**src/rtl/fwd_pipe.sv**
```systemverilog
// Dual-slot EX->LSU->WB pipeline registers and bypass sources.
// Optional retire counters under `FWD_PERF_CNT_EN`.
module fwd_pipe #(
    parameter int XLEN = 32,
    parameter int AW   = 5
) (
    input  logic            clk_i,
    input  logic            rst_i,
    input  logic            stall_i,
    input  logic            flush_i,
    input  logic            kill1_i,
    input  logic            valid0_i,
    input  logic            valid1_i,
    input  logic            rd_we0_i,
    input  logic            rd_we1_i,
    input  logic [AW-1:0]   rd0_i,
    input  logic [AW-1:0]   rd1_i,
    input  logic            is_load0_i,
    input  logic            is_load1_i,
    input  logic [XLEN-1:0] alu0_i,
    input  logic [XLEN-1:0] alu1_i,
    input  logic [XLEN-1:0] ld_data0_i,
    input  logic [XLEN-1:0] ld_data1_i,
    output logic            wm0_o,
    output logic            wm1_o,
    output logic [AW-1:0]   am0_o,
    output logic [AW-1:0]   am1_o,
    output logic [XLEN-1:0] bypass_lsu0_o,
    output logic [XLEN-1:0] bypass_lsu1_o,
    output logic            ww0_o,
    output logic            ww1_o,
    output logic [AW-1:0]   aw0_o,
    output logic [AW-1:0]   aw1_o,
    output logic [XLEN-1:0] bypass_wb0_o,
    output logic [XLEN-1:0] bypass_wb1_o,
    output logic            rf_we0_o,
    output logic            rf_we1_o,
    output logic [AW-1:0]   rf_wa0_o,
    output logic [AW-1:0]   rf_wa1_o,
    output logic [XLEN-1:0] rf_wd0_o,
    output logic [XLEN-1:0] rf_wd1_o,
`ifdef FWD_PERF_CNT_EN
    output logic [31:0]     retired0_o,
    output logic [31:0]     retired1_o,
`endif
    output logic            ld_use_o
);

    logic [AW-1:0]   ex_rd   [2];
    logic [XLEN-1:0] ex_alu  [2];
    logic [XLEN-1:0] ex_ldd  [2];
    logic [1:0]      ex_we;
    logic [1:0]      ex_ld;

    assign ex_rd[0]  = rd0_i;
    assign ex_rd[1]  = rd1_i;
    assign ex_alu[0] = alu0_i;
    assign ex_alu[1] = alu1_i;
    assign ex_ldd[0] = ld_data0_i;
    assign ex_ldd[1] = ld_data1_i;
    assign ex_we     = {rd_we1_i, rd_we0_i};
    assign ex_ld     = {is_load1_i, is_load0_i};

    logic [1:0]      lsu_v_q, lsu_v_d;
    logic [1:0]      lsu_we_q, lsu_we_d;
    logic [1:0]      lsu_ld_q;
    logic [AW-1:0]   lsu_rd_q   [2];
    logic [XLEN-1:0] lsu_alu_q  [2];
    logic [1:0]      wb_v_q, wb_we_q;
    logic [AW-1:0]   wb_rd_q    [2];
    logic [XLEN-1:0] wb_data_q  [2];
    logic [XLEN-1:0] wb_data_d  [2];

    // Capture qualifiers: flush/kill drop slots, x0 writes never enable.
    always_comb begin
        lsu_v_d[0] = valid0_i & ~flush_i;
        lsu_v_d[1] = valid1_i & ~flush_i & ~kill1_i;
        for (int n = 0; n < 2; n++) begin
            lsu_we_d[n]  = ex_we[n] & (ex_rd[n] != '0);
            wb_data_d[n] = lsu_ld_q[n] ? ex_ldd[n] : lsu_alu_q[n];
        end
    end

    // LSU and WB stage registers; reset wins over stall.
    always_ff @(posedge clk_i) begin
        if (rst_i) begin
            lsu_v_q  <= '0;
            lsu_we_q <= '0;
            lsu_ld_q <= '0;
            wb_v_q   <= '0;
            wb_we_q  <= '0;
            for (int n = 0; n < 2; n++) begin
                lsu_rd_q[n]  <= '0;
                lsu_alu_q[n] <= '0;
                wb_rd_q[n]   <= '0;
                wb_data_q[n] <= '0;
            end
        end else if (!stall_i) begin
            lsu_v_q  <= lsu_v_d;
            lsu_we_q <= lsu_we_d;
            lsu_ld_q <= ex_ld;
            wb_v_q   <= lsu_v_q;
            wb_we_q  <= lsu_we_q;
            for (int n = 0; n < 2; n++) begin
                lsu_rd_q[n]  <= ex_rd[n];
                lsu_alu_q[n] <= ex_alu[n];
                wb_rd_q[n]   <= lsu_rd_q[n];
                wb_data_q[n] <= wb_data_d[n];
            end
        end
    end

    logic [1:0] lsu_wr, lsu_fw, wb_wr;
    logic       lsu_same, wb_same;

    // Bypass qualifiers; the younger slot 1 shadows slot 0 on equal rd.
    always_comb begin
        lsu_wr   = lsu_v_q & lsu_we_q;
        lsu_fw   = lsu_wr & ~lsu_ld_q;
        wb_wr    = wb_v_q & wb_we_q;
        lsu_same = lsu_wr[1] & (lsu_rd_q[0] == lsu_rd_q[1]);
        wb_same  = wb_wr[1] & (wb_rd_q[0] == wb_rd_q[1]);
    end

    assign wm0_o         = lsu_fw[0] & ~lsu_same;
    assign wm1_o         = lsu_fw[1];
    assign am0_o         = lsu_rd_q[0];
    assign am1_o         = lsu_rd_q[1];
    assign bypass_lsu0_o = lsu_alu_q[0];
    assign bypass_lsu1_o = lsu_alu_q[1];
    assign ld_use_o      = |(lsu_wr & lsu_ld_q);

    assign ww0_o         = wb_wr[0] & ~wb_same;
    assign ww1_o         = wb_wr[1];
    assign aw0_o         = wb_rd_q[0];
    assign aw1_o         = wb_rd_q[1];
    assign bypass_wb0_o  = wb_data_q[0];
    assign bypass_wb1_o  = wb_data_q[1];
    assign rf_we0_o      = ww0_o;
    assign rf_we1_o      = ww1_o;
    assign rf_wa0_o      = wb_rd_q[0];
    assign rf_wa1_o      = wb_rd_q[1];
    assign rf_wd0_o      = wb_data_q[0];
    assign rf_wd1_o      = wb_data_q[1];

`ifdef FWD_PERF_CNT_EN
    logic [31:0] ret0_q, ret1_q;

    // Count instructions leaving WB on unstalled edges.
    always_ff @(posedge clk_i) begin
        if (rst_i) begin
            ret0_q <= '0;
            ret1_q <= '0;
        end else if (!stall_i) begin
            ret0_q <= ret0_q + {31'd0, wb_v_q[0]};
            ret1_q <= ret1_q + {31'd0, wb_v_q[1]};
        end
    end

    assign retired0_o = ret0_q;
    assign retired1_o = ret1_q;
`endif

endmodule

```
**config.mk**
```make
export PLATFORM = sky130hd
export DESIGN_NAME = fwd_pipe
export DESIGN_NICKNAME = d
export VERILOG_FILES = /design/src/rtl/fwd_pipe.sv
export SDC_FILE = /design/constraint.sdc
export NUM_CORES = 1
export LEC_CHECK = 0
export CAP_MARGIN = 20
export CELL_PAD_IN_SITES_DETAIL_PLACEMENT = 1
export CELL_PAD_IN_SITES_GLOBAL_PLACEMENT = 1
export CORE_ASPECT_RATIO = 1.5
export CORE_MARGIN = 2
export CORE_UTILIZATION = 32
export CTS_CLUSTER_DIAMETER = 60
export DETAILED_ROUTE_END_ITERATION = 10
export PLACE_DENSITY_LB_ADDON = 0.1
export SLEW_MARGIN = 20
export SYNTH_ARGS = -nofsm -noshare
export SYNTH_HDL_FRONTEND = slang
export SYNTH_SLANG_ARGS = --single-unit
```
**constraint.sdc**
```tcl
create_clock -name clk_i -period 18.6 [get_ports clk_i]
set_clock_uncertainty 0.2 [all_clocks]
set_input_delay 5.58 -clock clk_i [delete_from_list [all_inputs] [get_ports clk_i]]
set_output_delay 5.58 -clock clk_i [all_outputs]
set_load 0.05 [all_outputs]
```
==> impl_metrics.yaml <==
pwr:
  clockPowerShare: 0.321
  p_seq_frac: 0.418
  power.share.switching: 0.315
  irDropWorstVdd_uv: 52.4
  powerDensity_nw_per_um2: 94.4
  power_frac_comb: 0.261
  power.switching_mw: 0.330
  p_int_mw: 0.719
  leakagePower_nw: 4.08
clock_tree:
  cts_max_path_buffers: 2
  cts.repair.resized: 0
  cts-buffers-inserted: 17
  htreeDepth: 4
  cts_hold_buf: 0
  clk_latency_ns: 0.42
  clkTransAtPathRegs_ns: 0.06
  cts_root_buffer: "clkbuf_16"
  clock-sinks: 158
  cts_setup_buffers: 0
  cts_tree: "yes"
logic_synthesis:
  synth_top_area_frac: 0.627
  synthAdderAreaFrac: 0
  synth_mux_area_frac: 0.0988
  synthCells: 527
  synth_top_family_by_area: "simple AND/OR/NAND/NOR gates"
  synth_warnings: 0
  ys_seq_elements: 158
  synth_compound_area_frac: 0.00918
  synth-seq-area-share: 0.655
  ys_types: 27
  synth-simple-area-share: 0.125
  syn_nets: 676
  synth_xor_area_frac: 0.00988
  synth_area_um2: 7090
  synth_top_cells_by_area: "edfxtp_1, mux2i_1, buf_4, and2_1, nor2_1"
  avgSynthCellArea_um2: 13.5
  synth_largest_area_cell: "edfxtp_1"
grt:
  grt_pass1_vias: 5457
  gr-total-overflow: 0
  grt_usage: 0.182
  grt_pass1_wl_um: 32300
  antenna_found_initial: 0
  grt_max_degree: 76
outcome:
  run_status: "completed"
floorplan:
  ios: 378
  die-area_um2: 23400
  fp.dieW_um: 126
  rows: 66
  core-area_um2: 21700
  die_h_um: 186
  start_util: 0.326
critical_path:
  reg2reg_depth: 3
  reg2reg_to: "wb_data_q[0][55]"
  cp.arrival_ns: 8.34
  critical_path_class: "primary input to flop"
  cp-start-kind: "primary input"
  end_kind: "flop"
  worstPathRequired_ns: 18.44
  reg2reg_from: "lsu_ld_q[1]"
  r2r_slack_ns: 16.78
  path_max_fanout: 75
timing:
  finalMaxSlewViolations: 0
  slew_headroom: 0.326
  min_period_ns: 8.49
  hold_ws_ns: 0.296
  post-route-period-util: 0.457
  hold_violations: 0
  max_freq_mhz: 118
  setup_viol: 0
  tightest_slew_ns: 1.01
  fin_setup_tns_ns: 0
  rsz0062_at_grt: "false"
detailed_routing:
  antenna_left: 0
  drc: 0
  wirelength_um: 21600
  vias: 5049
  vias_per_cell: 4.55
  wire_per_inst_um: 19.5
  drt-initial-drc-count: 232
  firstDrtPassIters: 4
final_layout:
  syn2layout_area_growth_pct: 56.7
  antennaDiodeCount: 0
  final_net_count: 974
  final_common_cell: "clkdlybuf4s50_1"
  drive_gt1_frac: 0.0453
  final_cell_mix: "clkdlybuf4s50_1, edfxtp_1, and2_1, nor2_1, mux2i_1"
placement:
  place.gp.congestion: 0.800
  port-buffer-count: 377
  dp_hpwl_um: 16500
min_path:
  min_to: "wb_we_q[1]"
  hold_depth: 2
  min_path_type: "flop to flop"
  holdCritStartpoint: "wb_we_q[1]"
job:
  max_cap_viol_count: 0
## Yosys cell counts, drive strengths merged
cell type,number
dfxtp,10
xor2,7
xnor2,1
a21oi,2
or4,2
nand3,2
nand2b,1
clkbuf,8
nor4,1
nor4b,1
buf,94
mux2i,70
edfxtp,148
nand2,6
or2,1
o21ai,2
o22ai,2
a221oi,2
a31oi,1
nor3b,1
and2,81
inv,4
nor2,79
a311oi,1
## how the worst max path moves through the flow
stage,cells past startpoint,startpoint,slack [ns],to
floorplan,1,rst_i,8.72,lsu_alu_q[0][0]
global placement,3,stall_i,9.75,wb_data_q[0][52]
detailed placement,3,stall_i,9.64,wb_data_q[0][52]
CTS,3,stall_i,10.09,lsu_alu_q[0][53]
global route,3,stall_i,9.84,wb_data_q[0][59]
finish,3,stall_i,10.11,lsu_alu_q[0][47]
## logic make-up after synthesis
group	Yosys count
AOI/OAI and AO/OA	10
xor gates and xnor gates	8
buffers and inverters	106
DFF	158
muxes	70
and+or+nand+nor	175
## sequential cells by signal (all words and copies together) (netlist names)
| signal | flops |
|---|---|
| lsu_alu_q | 64 |
| wb_data_q | 64 |
| lsu_rd_q | 10 |
| wb_rd_q | 10 |
| lsu_ld_q | 2 |
| lsu_v_q | 2 |
| lsu_we_q | 2 |
| wb_v_q | 2 |
| wb_we_q | 2 |
## critical path: stages
cell and delay, ns:
clkdlybuf4s50_1 0.82, nand2b_4 0.96, buf_4 0.88
## stage by stage
| stage | utilization | worst slack, ns | power, mW | instance area (um2) | cells |
|---|---|---|---|---|---|
| 2_1_floorplan | - | 8.72 | 0.622 | 7090 | 527 |
| 3_3_place_gp | 0.485 | 9.75 | 0.718 | 10500 | 1078 |
| 3_5_place_dp | 0.485 | 9.64 | 0.722 | 10500 | 1078 |
| 4_1_cts | 0.512 | 10.09 | 1.06 | 11100 | 1110 |
| 5_1_grt | 0.512 | 9.84 | 1.08 | 11100 | 1110 |
| 6_report | 0.512 | 10.11 | 1.05 | 11100 | 1110 |
## power by group through the flow
| stage | registers (mW) | clock network [mW] | logic [mW] |
|---|---|---|---|
| floorplan | 0.530 | 0 | 0.0923 |
| global placement | 0.445 | 0 | 0.273 |
| detailed placement | 0.447 | 0 | 0.276 |
| CTS | 0.440 | 0.345 | 0.276 |
| global route | 0.442 | 0.357 | 0.284 |
| finish | 0.439 | 0.337 | 0.274 |
## metal layers
metal	track usage	vias up	routed length, um
met3	0.0576	35	1470
met4	0.0692	0	693
li1	-	2338	-
met5	0	-	0
met1	0.182	2438	7330
met2	0.346	238	12100
## layout make-up
class | instances | area [um2]
Fill cell | 2268 | 10600
Tap cell | 272 | 340
Multi-Input combinational cell | 263 | 1740
Timing Repair Buffer | 381 | 3800
Sequential cell | 158 | 4650
Clock buffer | 21 | 450
Clock inverter | 11 | 118
Inverter | 4 | 15.0
Power figures use the tool's default switching activity.
